$ cat src/rtl/spin_pkg.sv
// Shared definitions for the spinner wheel initiator: FSM encodings and LFSR feedback.
package spin_pkg;

  typedef enum logic [1:0] {
    ST_SPIN  = 2'd0,
    ST_BRAKE = 2'd1,
    ST_HALT  = 2'd2
  } state_t;

  // Feedback taps for x^4 + x^3 + 1 (bits 3 and 2 of the shift register).
  localparam logic [3:0] LFSR_TAPS = 4'b1100;

  function automatic logic [3:0] lfsr_next(input logic [3:0] q);
    return {q[2:0], ^(q & LFSR_TAPS)};
  endfunction

endpackage

$ cat src/rtl/spin_ctrl_btn_debounce.sv
// Push-button conditioner: two-flop synchronizer followed by a stable-level counter.
module btn_debounce #(
  parameter int DEB_CYCLES = 3
) (
  input  logic clk_i,
  input  logic rst_i,
  input  logic btn_i,
  output logic level_o
);

  localparam int CW = (DEB_CYCLES > 1) ? $clog2(DEB_CYCLES) : 1;
  localparam logic [CW-1:0] CNT_LAST = CW'(DEB_CYCLES - 1);

  logic          sync_p0;
  logic          sync_p1;
  logic [CW-1:0] cnt_q;

  // Stage p0/p1: bring the raw button into the clock domain.
  always_ff @(posedge clk_i or posedge rst_i) begin
    if (rst_i) begin
      sync_p0 <= 1'b0;
      sync_p1 <= 1'b0;
    end else begin
      sync_p0 <= btn_i;
      sync_p1 <= sync_p0;
    end
  end

  // Level follows the synchronized input only after DEB_CYCLES disagreeing cycles in a row.
  always_ff @(posedge clk_i or posedge rst_i) begin
    if (rst_i) begin
      cnt_q   <= '0;
      level_o <= 1'b0;
    end else if (sync_p1 != level_o) begin
      if (cnt_q == CNT_LAST) begin
        cnt_q   <= '0;
        level_o <= sync_p1;
      end else begin
        cnt_q <= cnt_q + CW'(1);
      end
    end else begin
      cnt_q <= '0;
    end
  end

endmodule

$ cat src/rtl/spin_ctrl.sv
// Spinner wheel initiator: debounced stop request, tick generator with brake ramp, and LFSR offset source.
module spin_ctrl
  import spin_pkg::*;
#(
  parameter int         PER_W      = 8,
  parameter int         TICK_FAST  = 4,
  parameter int         TICK_SLOW  = 16,
  parameter int         TICK_STEP  = 4,
  parameter int         DEB_CYCLES = 3,
  parameter logic [3:0] LFSR_SEED  = 4'h1
) (
  input  logic       clk_i,
  input  logic       rst_i,
  input  logic       btn_i,
  input  logic       running_i,
  output logic       tick_o,
  output logic       stop_o,
  output logic [3:0] rand_o
);

  localparam logic [3:0]       SEED   = (LFSR_SEED == 4'h0) ? 4'h1 : LFSR_SEED;
  localparam logic [PER_W-1:0] P_FAST = PER_W'(TICK_FAST);
  localparam logic [PER_W:0]   P_SLOW = (PER_W + 1)'(TICK_SLOW);
  localparam logic [PER_W:0]   P_STEP = (PER_W + 1)'(TICK_STEP);

  // Brake increment, computed one bit wider so it clamps instead of wrapping.
  function automatic logic [PER_W-1:0] sat_inc(input logic [PER_W-1:0] p);
    logic [PER_W:0] s;
    s = {1'b0, p} + P_STEP;
    if (s > P_SLOW) s = P_SLOW;
    return s[PER_W-1:0];
  endfunction

  state_t           state_q;
  state_t           state_n;
  logic [PER_W-1:0] cnt_q;
  logic [PER_W-1:0] cnt_n;
  logic [PER_W-1:0] period_q;
  logic [PER_W-1:0] period_n;
  logic             wrap;
  logic             tick_n;

  btn_debounce #(
    .DEB_CYCLES(DEB_CYCLES)
  ) u_deb (
    .clk_i  (clk_i),
    .rst_i  (rst_i),
    .btn_i  (btn_i),
    .level_o(stop_o)
  );

  always_comb begin
    state_n = state_q;
    case (state_q)
      ST_SPIN:  if (!running_i) state_n = ST_HALT;
                else if (stop_o) state_n = ST_BRAKE;
      ST_BRAKE: if (!running_i) state_n = ST_HALT;
                else if (!stop_o) state_n = ST_SPIN;
      ST_HALT:  if (running_i && !stop_o) state_n = ST_SPIN;
      default:  state_n = ST_SPIN;
    endcase

    // Period only changes at the wrap so an interval is never cut short; a brake
    // step needs a tick seen while already braking.
    wrap     = (cnt_q == period_q - PER_W'(1));
    cnt_n    = wrap ? '0 : cnt_q + PER_W'(1);
    period_n = period_q;
    if (wrap) begin
      case (state_n)
        ST_SPIN:  period_n = P_FAST;
        ST_BRAKE: if (state_q == ST_BRAKE) period_n = sat_inc(period_q);
        default:  period_n = period_q;
      endcase
    end
    tick_n = (cnt_n == period_n - PER_W'(1));
  end

  always_ff @(posedge clk_i or posedge rst_i) begin
    if (rst_i) begin
      state_q  <= ST_SPIN;
      cnt_q    <= '0;
      period_q <= P_FAST;
      tick_o   <= 1'b0;
      rand_o   <= SEED;
    end else begin
      state_q  <= state_n;
      cnt_q    <= cnt_n;
      period_q <= period_n;
      tick_o   <= tick_n;
      rand_o   <= lfsr_next(rand_o);
    end
  end

endmodule

$ cat config.mk
export PLATFORM = sky130hd
export DESIGN_NAME = spin_ctrl
export DESIGN_NICKNAME = d
export VERILOG_FILES = /design/src/rtl/spin_pkg.sv /design/src/rtl/spin_ctrl_btn_debounce.sv /design/src/rtl/spin_ctrl.sv
export SDC_FILE = /design/constraint.sdc
export NUM_CORES = 1
export LEC_CHECK = 0
export CORE_MARGIN = 2
export CORE_UTILIZATION = 50
export CTS_BUF_LIST = sky130_fd_sc_hd__clkbuf_4 sky130_fd_sc_hd__clkbuf_8 sky130_fd_sc_hd__clkbuf_16
export DETAILED_ROUTE_END_ITERATION = 10
export HOLD_SLACK_MARGIN = 0.06
export PLACE_DENSITY_LB_ADDON = 0.12
export SLEW_MARGIN = 0
export SYNTH_ARGS = -nofsm -noshare
export SYNTH_HDL_FRONTEND = slang
export SYNTH_SLANG_ARGS = --single-unit
$ cat constraint.sdc
create_clock -name clk_i -period 3.3 [get_ports clk_i]
set_input_delay 0.66 -clock clk_i [delete_from_list [all_inputs] [get_ports clk_i]]
set_output_delay 0.66 -clock clk_i [all_outputs]
set_load 0.05 [all_outputs]
==> reports/metrics.json, run 1 <==
{
  "setup_path": {
    "cp-start-kind": "register",
    "path_max_fanout": 6,
    "critical_path_required_ns": 3.48,
    "critical_path_depth": 12,
    "cp_arrival_ns": 3.33,
    "worst_r2r_startpoint": "period_q[2]",
    "timing.critical_path.slowest_cell_delay_ns": 0.54,
    "crit_type": "reg -> reg",
    "worstSetupStartpoint": "period_q[2]",
    "timing.reg2reg.setup_slack_ns": 0.15,
    "crit_chain": "inv_1, ha_1, nor2b_1, o31a_1, o2111ai_2, or2_4, nor2_4, buf_4, a221o_1, or4_1, a22oi_2, nor4_2",
    "critPathTopFamily": "compound AO/OA/AOI/OAI gates",
    "reg2reg_to": "tick_o",
    "worstPathBufferInverterCount": 2,
    "cp_slowest_cell": "sky130_fd_sc_hd__dfstp_2",
    "timing.critical_path.to": "tick_o",
    "crit_path_end_kind": "register",
    "r2r_cells": 12
  },
  "synth": {
    "number_of_flip_flops_and_latches_in_the_synthesized_netlist": 28,
    "synth-main-ff-cell": "sky130_fd_sc_hd__dfrtp_1",
    "synth-warning-count": 0,
    "synth_enable_flop_cells": 0,
    "mappedNetlistArea_mm2": 0.00197,
    "postSynth.asyncResetShare_pct": 100,
    "synth.net_count": 213,
    "seq_area_frac_synth_pct": 35.6,
    "postSynthAreaPerCell_um2": 9.82,
    "synthesis.instances": 201,
    "yosysUniqueCellTypes": 65
  },
  "layout": {
    "utilization_pct": 60.7,
    "post_route_cells_drive_above_1_share_pct": 18.3,
    "final_net_count": 232,
    "area.growth.synth_to_final_pct": 14.3,
    "num-fill-cells": 335,
    "number_of_diodes": 0,
    "mostFrequentLayoutCells": "sky130_fd_sc_hd__dfrtp_1, sky130_fd_sc_hd__inv_1, sky130_fd_sc_hd__nor2_1",
    "most_common_cell_after_layout_fill_and_taps_aside": "sky130_fd_sc_hd__dfrtp_1",
    "final-instance-count-excl-fill": 267,
    "layout.area.seq_um2": 703,
    "multi_input_gate_area_in_the_final_layout_mm2": 0.00117
  },
  "sta": {
    "slew_viol_final": 0,
    "max_slew_margin_pct": 61.4,
    "measured_slew_at_the_worst_slew_check_pin_ns": 0.575,
    "final-setup-viol-count": 0,
    "finalHoldViolCount": 0,
    "achievable-frequency_mhz": 318,
    "fin_crit_sh_pct": 95.4,
    "final.min_clock_period_ns": 3.15,
    "timing.clock.skew_ns": 0.00351
  },
  "power": {
    "ir_worst_vdd_mv": 0.182,
    "power.density_cell_area_mw_per_mm2": 352,
    "p_leak_nw": 0.941
  },
  "placement": {
    "dp_cells": 258,
    "placement.io_buffers": 9,
    "gp_congestion": 0.920,
    "dp.final_hpwl_mm": 3.49
  },
  "clock_tree": {
    "clock_sink_count": 28,
    "cts_tree": "built",
    "worstSkewPairLatency_ns": 0.28,
    "clock_tree.buffer_depth": 2,
    "post_cts_hold_buffer_count": 0,
    "cell_at_the_root_of_the_clock_tree": "sky130_fd_sc_hd__clkbuf_8",
    "numCtsBuffers": 3,
    "clkSlewWorstSetupHoldPaths_ns": 0.10,
    "clock_tree.htree_level_count": 1
  },
  "global_routing": {
    "first_global_vias": 1601,
    "first_pass_grt_wire_length_mm": 7.58,
    "grt_start_max_net_pins": 29,
    "initial_antenna_violation_count": 0,
    "gr-usage-all-layers_pct": 22.9,
    "gr-total-overflow": 0
  },
  "floorplan": {
    "chipWidth_um": 66.8,
    "initial_core_util_pct": 53.1,
    "fp-row-count": 22,
    "io_pins": 10,
    "core_region_area_mm2": 0.00372,
    "fp.dieArea_mm2": 0.00447,
    "die_height_um": 66.8
  },
  "routing": {
    "route.vias.total": 1593,
    "detail_route.first_pass.iterations": 4,
    "drt_drc_violations_left": 0,
    "vias_per_cell": 5.97,
    "antenna_violating_nets_post_route": 0,
    "drt-wirelength-per-cell_um": 17.1,
    "detailedRoute.firstIterationViolations": 77,
    "routed_wirelength_mm": 4.56
  },
  "status": {
    "status": "complete, no violations"
  },
  "job": {
    "max-cap-violations": 0
  },
  "worst_hold_path": {
    "min_path_type": "reg -> reg"
  }
}
cell type report:
cell class / count / share of cell area (%)
timing repair buffer: 21 / 8.54
multi-input combinational: 150 / 51.8
inverter: 16 / 2.66
sequential: 28 / 31.2
clock inverter: 1 / 1.33
clock buffer: 3 / 1.83
tap: 48 / 2.66
cells in the mapped netlist (4+ instances only):
master / number / share of area (%)
sky130_fd_sc_hd__dfrtp_1: 26 / 33
sky130_fd_sc_hd__ha_1: 8 / 5.1
sky130_fd_sc_hd__nor3_1: 4 / 1.0
sky130_fd_sc_hd__nor2_1: 15 / 2.9
sky130_fd_sc_hd__o211ai_1: 4 / 1.5
sky130_fd_sc_hd__a21o_1: 4 / 1.5
sky130_fd_sc_hd__a21oi_1: 4 / 1.0
sky130_fd_sc_hd__nand2b_1: 4 / 1.3
sky130_fd_sc_hd__xnor2_1: 11 / 4.9
sky130_fd_sc_hd__xor2_1: 9 / 4.0
sky130_fd_sc_hd__inv_1: 15 / 2.9
sky130_fd_sc_hd__nand3_1: 10 / 2.5
sky130_fd_sc_hd__nand2_1: 12 / 2.3
where the power goes:
group,internal [W],switching (W)
Sequential,0.000367,0.0000264
Clock,0.000163,0.000114
Combinational,0.0000515,0.0000723
through the flow:
step           worst slack (ns)  setup TNS [ns]  power (W)  hold WS [ns]  area, um^2
5_1_grt                 -0.0532         -0.0532   0.000832         0.386        2260
3_5_place_dp             0.0733               0   0.000523         0.335        2120
4_1_cts                  0.0582               0   0.000799         0.359        2190
3_3_place_gp              0.112               0   0.000514         0.334        2120
2_1_floorplan             0.257               0   0.000479         0.331        1970
6_report                  0.151               0   0.000794         0.356        2260
layer usage:
metal,vias up,GRT usage (%),routed length [um]
li1,760,-,-
met1,776,30.3,2040
met2,46,37.0,2190
met3,11,3.72,240
met4,0,9.69,92
met5,-,0,0
kinds of logic (layout without fill, tap and decap cells):
| kind of cell | Yosys count | count (layout) | share of synthesized area [%] |
|---|---|---|---|
| AO/OA/AOI/OAI | 43 | 43 | 18.8 |
| XOR/XNOR | 20 | 20 | 8.87 |
| adder cells (fa/ha/maj) | 8 | 8 | 5.07 |
| buffers and inverters | 23 | 41 | 5.89 |
| multiplexers | 6 | 6 | 3.99 |
| flip-flops | 28 | 28 | 35.6 |
| AND/OR/NAND/NOR | 73 | 73 | 21.8 |
how the worst min path moves through the flow:
stage | startpoint | end | slack, ns | cells after the start
4_1_cts | u_deb.sync_p0 | u_deb.sync_p1 | 0.36 | 0
6_report | u_deb.sync_p0 | u_deb.sync_p1 | 0.36 | 0
3_5_place_dp | u_deb.sync_p0 | u_deb.sync_p1 | 0.33 | 0
5_1_grt | u_deb.sync_p0 | u_deb.sync_p1 | 0.39 | 0
3_3_place_gp | u_deb.sync_p0 | u_deb.sync_p1 | 0.33 | 0
2_1_floorplan | u_deb.sync_p0 | u_deb.sync_p1 | 0.33 | 0
sequential cells by signal, summed over array words and instances, names as in the netlist:
register and cells:
cnt_q 8, rand_o 4, state_q 2, u_deb.sync_p1 1, u_deb.sync_p0 1, u_deb.level_o 1, u_deb.cnt_q 2, tick_o 1
period_q 8
what timing repair did:
item	in CTS	in global routing
resized for setup	0	3
buffers inserted	0	5
endpoints found under the setup margin	0	1
No activity file was read; power rests on OpenSTA's default activity.
==> run 2: changes to the inputs <==
RECOVER_POWER = 100   (was unset)
==> run 2 against run 1 <==
  * Flip-flop and latch count stayed put
  * Fmax hardly changed
  * Clock skew is 0.00084 ns higher
  * Non-clock buffer count stayed put
  * Global-route usage stayed put
  * Clock-buffer cell count stayed put
  * The flow now finishes with violations (max-capacitance violations, max-slew violations)
==> reports/metrics.json, run 2 (same netlist as run 1, synthesis figures left out) <==
{
  "worst_hold_path": {
    "worstHoldStart": "u_deb.sync_p0",
    "min_path_type": "reg -> reg"
  },
  "clock_tree": {
    "clock_tree.buffer_depth": 2,
    "clock_sink_count": 28,
    "clock_tree.htree_level_count": 1,
    "post_cts_hold_buffer_count": 0,
    "cts_tree": "built",
    "clkSlewWorstSetupHoldPaths_ns": 0.10,
    "worstSkewPairLatency_ns": 0.28,
    "numCtsBuffers": 3,
    "cell_at_the_root_of_the_clock_tree": "sky130_fd_sc_hd__clkbuf_8"
  },
  "floorplan": {
    "core_region_area_mm2": 0.00372,
    "chipWidth_um": 66.8,
    "io_pins": 10,
    "fp-row-count": 22,
    "fp.dieArea_mm2": 0.00447,
    "die_height_um": 66.8,
    "initial_core_util_pct": 53.1
  },
  "layout": {
    "num-fill-cells": 336,
    "largest_registers": "cnt_q: 8 flops, period_q: 8 flops, rand_o: 4 flops",
    "mostFrequentLayoutCells": "sky130_fd_sc_hd__dfrtp_1, sky130_fd_sc_hd__inv_1, sky130_fd_sc_hd__nor2_1",
    "layout.area.seq_um2": 703,
    "final_net_count": 232,
    "post_route_cells_drive_above_1_share_pct": 17.4,
    "area.growth.synth_to_final_pct": 14.1,
    "multi_input_gate_area_in_the_final_layout_mm2": 0.00117,
    "number_of_diodes": 0,
    "utilization_pct": 60.6,
    "most_common_cell_after_layout_fill_and_taps_aside": "sky130_fd_sc_hd__dfrtp_1"
  },
  "global_routing": {
    "first_global_vias": 1601,
    "grt_start_max_net_pins": 29,
    "initial_antenna_violation_count": 0,
    "gr-usage-all-layers_pct": 22.9,
    "first_pass_grt_wire_length_mm": 7.58,
    "gr-total-overflow": 0
  },
  "setup_path": {
    "worstPathBufferInverterCount": 2,
    "cp-start-kind": "register",
    "cp_arrival_ns": 3.33,
    "crit_type": "reg -> reg",
    "critical_path_required_ns": 3.48,
    "cp_slowest_cell": "sky130_fd_sc_hd__dfstp_2",
    "timing.reg2reg.setup_slack_ns": 0.15,
    "timing.critical_path.slowest_cell_delay_ns": 0.54,
    "critPathTopFamily": "compound AO/OA/AOI/OAI gates",
    "crit_path_end_kind": "register",
    "worstSetupStartpoint": "period_q[2]",
    "reg2reg_to": "tick_o",
    "critical_path_depth": 12,
    "path_max_fanout": 6,
    "crit_chain": "inv_1, ha_1, nor2b_1, o31a_1, o2111ai_2, or2_4, nor2_4, buf_4, a221o_1, or4_1, a22oi_2, nor4_2",
    "timing.critical_path.to": "tick_o",
    "r2r_cells": 12,
    "worst_r2r_startpoint": "period_q[2]"
  },
  "sta": {
    "finalHoldViolCount": 0,
    "worst_setup_margin_ns": 0.151,
    "fin_crit_sh_pct": 95.4,
    "achievable-frequency_mhz": 318,
    "final.min_clock_period_ns": 3.15,
    "measured_slew_at_the_worst_slew_check_pin_ns": 1.51,
    "max_slew_margin_pct": -0.486,
    "slew_viol_final": 29,
    "fin_setup_tns_ns": 0,
    "final-setup-viol-count": 0,
    "timing.clock.skew_ns": 0.00435
  },
  "power": {
    "p_leak_nw": 0.953,
    "pwr-share-seq_pct": 49.5,
    "power_frac_clock_pct": 35.0,
    "ir_worst_vdd_mv": 0.182,
    "switching_fraction_of_total_power_pct": 26.9,
    "cell_internal_pwr_w": 0.000580,
    "power.density_cell_area_mw_per_mm2": 352,
    "net_switching_power_w": 0.000213,
    "power.share.combinational_pct": 15.4
  },
  "routing": {
    "drt-wirelength-per-cell_um": 17.0,
    "antenna_violating_nets_post_route": 0,
    "detailedRoute.firstIterationViolations": 70,
    "drt_drc_violations_left": 0,
    "route.vias.total": 1589,
    "routed_wirelength_mm": 4.55,
    "detail_route.first_pass.iterations": 4,
    "vias_per_cell": 5.95
  },
  "status": {
    "status": "finished, violations left",
    "violations": "max-capacitance violations, max-slew violations"
  },
  "placement": {
    "dp.final_hpwl_mm": 3.49,
    "placement.io_buffers": 9,
    "gp_congestion": 0.920,
    "pre_cts_slack_ns": 0.0733
  },
  "job": {
    "max-cap-violations": 1
  }
}
## run 2: cell count changes in the layout (fill, tap and decap cells not counted)
cell | previous run | this run
sky130_fd_sc_hd__dlygate4sd3_1 | 0 | 7
sky130_fd_sc_hd__clkdlybuf4s50_1 | 9 | 2
sky130_fd_sc_hd__clkbuf_1 | 0 | 1
sky130_fd_sc_hd__dfstp_1 | 0 | 1
sky130_fd_sc_hd__buf_4 | 11 | 10
sky130_fd_sc_hd__dfstp_2 | 2 | 1
## run 2: per-stage QoR
step	cell area, um^2	hold slack (ns)	instances	total power, W
after floorplan	1970	0.331	201	0.000479
after global placement	2120	0.334	258	0.000514
after detailed placement	2120	0.335	258	0.000523
after CTS	2190	0.359	262	0.000799
after global routing	2250	0.386	267	0.000831
final	2250	0.357	267	0.000793
## run 2: layout make-up
| cell class | instances | share of cell area, % |
|---|---|---|
| Inverter | 16 | 2.67 |
| Timing Repair Buffer | 21 | 8.38 |
| Clock buffer | 3 | 1.83 |
| Clock inverter | 1 | 1.33 |
| Multi-Input combinational cell | 150 | 51.9 |
| Sequential cell | 28 | 31.2 |
| Tap cell | 48 | 2.67 |
## run 2: timing repair
item	in CTS	in global routing
endpoints found under the setup margin	0	1
resized for setup	0	3
setup buffers	0	5
## run 2: how the worst min path moves through the flow
stage                                to  slack (ns)  cells past startpoint
after floorplan           u_deb.sync_p1        0.33                      0
after global placement    u_deb.sync_p1        0.33                      0
after detailed placement  u_deb.sync_p1        0.33                      0
after CTS                 u_deb.sync_p1        0.36                      0
after global routing      u_deb.sync_p1        0.39                      0
final                     u_deb.sync_p1        0.36                      0
## run 2: power by group through the flow
stage               Sequential [W]  Clock [W]  Combinational, W
detailed placement        0.000401          0          0.000123
global route              0.000399   0.000297          0.000135
floorplan                 0.000411          0         0.0000680
CTS                       0.000394   0.000282          0.000123
global placement          0.000397          0          0.000117
finish                    0.000393   0.000278          0.000122
## run 2: routing by layer
layer	vias up	global-route usage, %	wire length (um)
met5	-	0	0
met2	45	37.0	2190
met3	11	3.72	254
met1	771	30.3	2020
li1	762	-	-
met4	0	9.69	92
==> patch, RTL diff (flow settings as in run 2) <==
Add an input register stage for `btn_i` and `running_i`, with the module's reset; this delays them by one clock.
--- a/src/rtl/spin_ctrl.sv
+++ b/src/rtl/spin_ctrl.sv
@@ -23,6 +23,19 @@
   localparam logic [PER_W:0]   P_SLOW = (PER_W + 1)'(TICK_SLOW);
   localparam logic [PER_W:0]   P_STEP = (PER_W + 1)'(TICK_STEP);
 
+  logic btn_q;
+  logic running_q;
+
+  always_ff @(posedge clk_i or posedge rst_i) begin
+    if (rst_i) begin
+      btn_q     <= '0;
+      running_q <= '0;
+    end else begin
+      btn_q     <= btn_i;
+      running_q <= running_i;
+    end
+  end
+
   // Brake increment, computed one bit wider so it clamps instead of wrapping.
   function automatic logic [PER_W-1:0] sat_inc(input logic [PER_W-1:0] p);
     logic [PER_W:0] s;
@@ -45,18 +58,18 @@
   ) u_deb (
     .clk_i  (clk_i),
     .rst_i  (rst_i),
-    .btn_i  (btn_i),
+    .btn_i  (btn_q),
     .level_o(stop_o)
   );
 
   always_comb begin
     state_n = state_q;
     case (state_q)
-      ST_SPIN:  if (!running_i) state_n = ST_HALT;
+      ST_SPIN:  if (!running_q) state_n = ST_HALT;
                 else if (stop_o) state_n = ST_BRAKE;
-      ST_BRAKE: if (!running_i) state_n = ST_HALT;
+      ST_BRAKE: if (!running_q) state_n = ST_HALT;
                 else if (!stop_o) state_n = ST_SPIN;
-      ST_HALT:  if (running_i && !stop_o) state_n = ST_SPIN;
+      ST_HALT:  if (running_q && !stop_o) state_n = ST_SPIN;
       default:  state_n = ST_SPIN;
     endcase
 
Formal check against the unedited RTL: not equivalent (a bounded check fails within 10 cycles, from zero or initial values and one cycle with rst_i high).
==> patch against run 2 <==
- cell count decreased by 3.0%
- global-route usage down 0.69 points
- power rose by 2.8%
- count of clock-buffer cells in the layout is 3 higher
- sequential share of layout area grew 2.6 points
- wire length fell by 7.4%
- fmax grew 0.67%
- die area is 3.9% lower
- setup slack better by 0.021 ns
- area after synthesis is 4.1% lower
- sequential cell count grew 2
- design area fell by 0.94%
- critical endpoint unchanged
- largest cell class unchanged
- largest power group unchanged
==> patch: results (changes against run 2) <==
* Number of stages on the worst hold path at 0 (unchanged)
* Antenna diodes at 0 (unchanged)
* Max H-tree Level at 2 (+1)
* IR drop worst, VDD at 239.1 uV (+31%)
* Worst-Margin Slew at 1.198 ns (-0.3098 ns)
* Proportion of synthesized area in mux cells at 0.5948% (-3.4 points)
* Status: finished, final reports clean
* Routed length per instance at 16.27 um (-4.6%)
* Fraction of the mapped netlist area in compound gates at 19.23% (+0.48 points)
* Worst Min Path Start: btn_q$_DFF_PP0_
* Final non-filler cell total at 259 (-3.0%)
* Adder-Cell Fraction of Synth Area at 5.288% (+0.22 points)
* Number of CTS-inserted buffers at 5 (+2)
* Biggest registers after layout: cnt_q (8), period_q (8), rand_o (4)
* Most numerous cell types in the synthesized netlist: dfrtp_1 (28), xor2_1 (17), inv_1 (15), nor2_1 (12), nand3_1 (10)
* Via density at 5.830 (-2.0%)
* Cell total after placement at 248 (-3.9%)
* Arrival time worst endpoint at 3.29 ns (-0.04 ns)
* Biggest fanout along the worst timing path at 5 (-1)
* Syn nets at 199 (-6.6%)
* Fraction of met3 tracks used by global routing at 6.678% (+3.0 points)
* XOR/XNOR share of the synthesized area at 13.22% (+4.3 points)
* Total half-perimeter wirelength after legalization and detailed placement at 3187 um (-8.8%)
* Syn Area/Cell at 10.12 um^2 (+3.1%)
* Worst setup skew after layout at 0.006945 ns (+0.002596 ns)
* Worst Hold Slack at 0.3485 ns (-0.008281 ns)
* R2R Path Start: period_q[2]$_DFF_PP1_
* Clock Root Buffer: clkbuf_8
* Final Net Count at 222 (-4.3%)
* Via count of the first global-routing pass at 1494 (-6.7%)
* Proportion of register bits with asynchronous set or reset after synthesis at 100.0% (unchanged)
* Number of distinct library cells after synthesis at 51 (-22%)
* Global Route met1 Usage at 27.36% (-2.9 points)
* Met2 routing resource usage after global routing at 34.82% (-2.2 points)
* Total routing usage reported by global routing at 22.20% (-0.69 points)
* Fraction of final layout cells sized beyond drive strength 1 at 17.06% (-0.29 points)
* Largest incremental delay on the critical path at 0.56 ns (+0.02 ns)
* Sequential area share after synthesis at 39.79% (+4.2 points)
* Largest delay share family, worst path: compound AO/OA/AOI/OAI gates
* Leakage at 1.007 nW (+5.6%)
* Detailed Route Iter0 Violations at 83 (+19%)
* Initial antenna violation count at 0 (unchanged)
* Number of port buffers at 9 (unchanged)
* Final GP Congestion at 0.9285 (+0.97%)
* Maximum number of pins on one net before global-route repair at 24 (-17%)
* Worst-case reg-to-reg path depth at 10 (-2)
* Clock slew at the register clock pins of the worst setup and hold paths at 0.06 ns (-0.04 ns)
* Post-placement cell area at 2082 um^2 (-1.8%)
* Minimum setup slack among reg-to-reg paths at 0.17 ns (+0.02 ns)
* Pre-Repair DR Iteration Count at 4 (unchanged)
* Worst Hold Path EP: u_deb.sync_p0$_DFF_PP0_
* Cell with the largest stage delay on the worst path: a2111o_1
* First-pass GRT wire length at 6996 um (-7.7%)
* Max Root-Sink Buffers at 2 (unchanged)
* Top area cells in the synthesized netlist: dfrtp_1 (37%), xor2_1 (7.9%), ha_1 (5.3%), xnor2_1 (4.2%), and3_1 (3.0%)
[patch: repair_timing]
action | 4_1_cts | 5_1_grt
hold buffers | 0 | 0
setup endpoints to repair | 0 | 1
gates resized for setup | 0 | 11
buffers inserted | 0 | 3
[patch: layout make-up]
type                    instances  area (um^2)
fillers                       304         1429
clock inverters                 2        10.01
well taps                      48        60.06
multi-input cells             138         1110
repair buffers                 20        165.2
inverters                      15        56.30
flip-flops and latches         30        754.5
clock buffers                   6        76.32
[patch: per-layer routing]
metal / share of wire [%] / up-vias
met5: 0 / -
met4: 2.8 / 0
li1: - / 717
met3: 4.2 / 9
met1: 43 / 752
met2: 50 / 32
[patch: worst register-to-register path, stage by stage, from the launching register on]
cell and delay (ns):
dfstp_2 0.53, inv_1 0.07, ha_1 0.25, a21o_1 0.22, a2111o_1 0.56, o41ai_2 0.34, xor2_1 0.34, nand2_1 0.10
nor3b_1 0.20, o21ai_1 0.11, a2111oi_2 0.30
[patch: how the worst max path moves through the flow]
stage / start / end / slack (ns) / cells past startpoint
3_5_place_dp: period_q[2]$_DFF_PP1_ / tick_o$_DFF_PP0_ / 0.06 / 13
4_1_cts: period_q[2]$_DFF_PP1_ / tick_o$_DFF_PP0_ / 0.03 / 13
2_1_floorplan: period_q[2]$_DFF_PP1_ / tick_o$_DFF_PP0_ / 0.29 / 13
5_1_grt: period_q[2]$_DFF_PP1_ / tick_o$_DFF_PP0_ / 0.005 / 11
6_report: period_q[2]$_DFF_PP1_ / tick_o$_DFF_PP0_ / 0.17 / 10
3_3_place_gp: period_q[2]$_DFF_PP1_ / tick_o$_DFF_PP0_ / 0.14 / 13
[patch: cells by family (layout without fill, tap and decap cells)]
kind of cell,Yosys count,after routing
muxes,1,1
DFF,30,30
adders and majority gates,8,8
xor gates and xnor gates,27,27
AOI/OAI and AO/OA,42,42
buffers and inverters,19,43
and+or+nand+nor,60,60
[patch: power by group]
part           switching (mW)  leakage, nW  total, mW  internal, mW
Clock                   0.131       0.0484      0.284         0.154
Sequential             0.0239        0.379      0.417         0.394
Combinational          0.0711        0.579      0.114        0.0426
Total                   0.225         1.01      0.816         0.590
[patch: metrics by stage]
stage                     worst slack [ns]  utilization [%]  power (mW)
after floorplan                     0.2880                -      0.5018
after global placement              0.1434            56.87      0.5354
after detailed placement           0.05518            56.87      0.5420
after CTS                          0.03324            59.23      0.8291
after global routing              0.005179            60.97      0.8592
final                               0.1721            60.97      0.8155
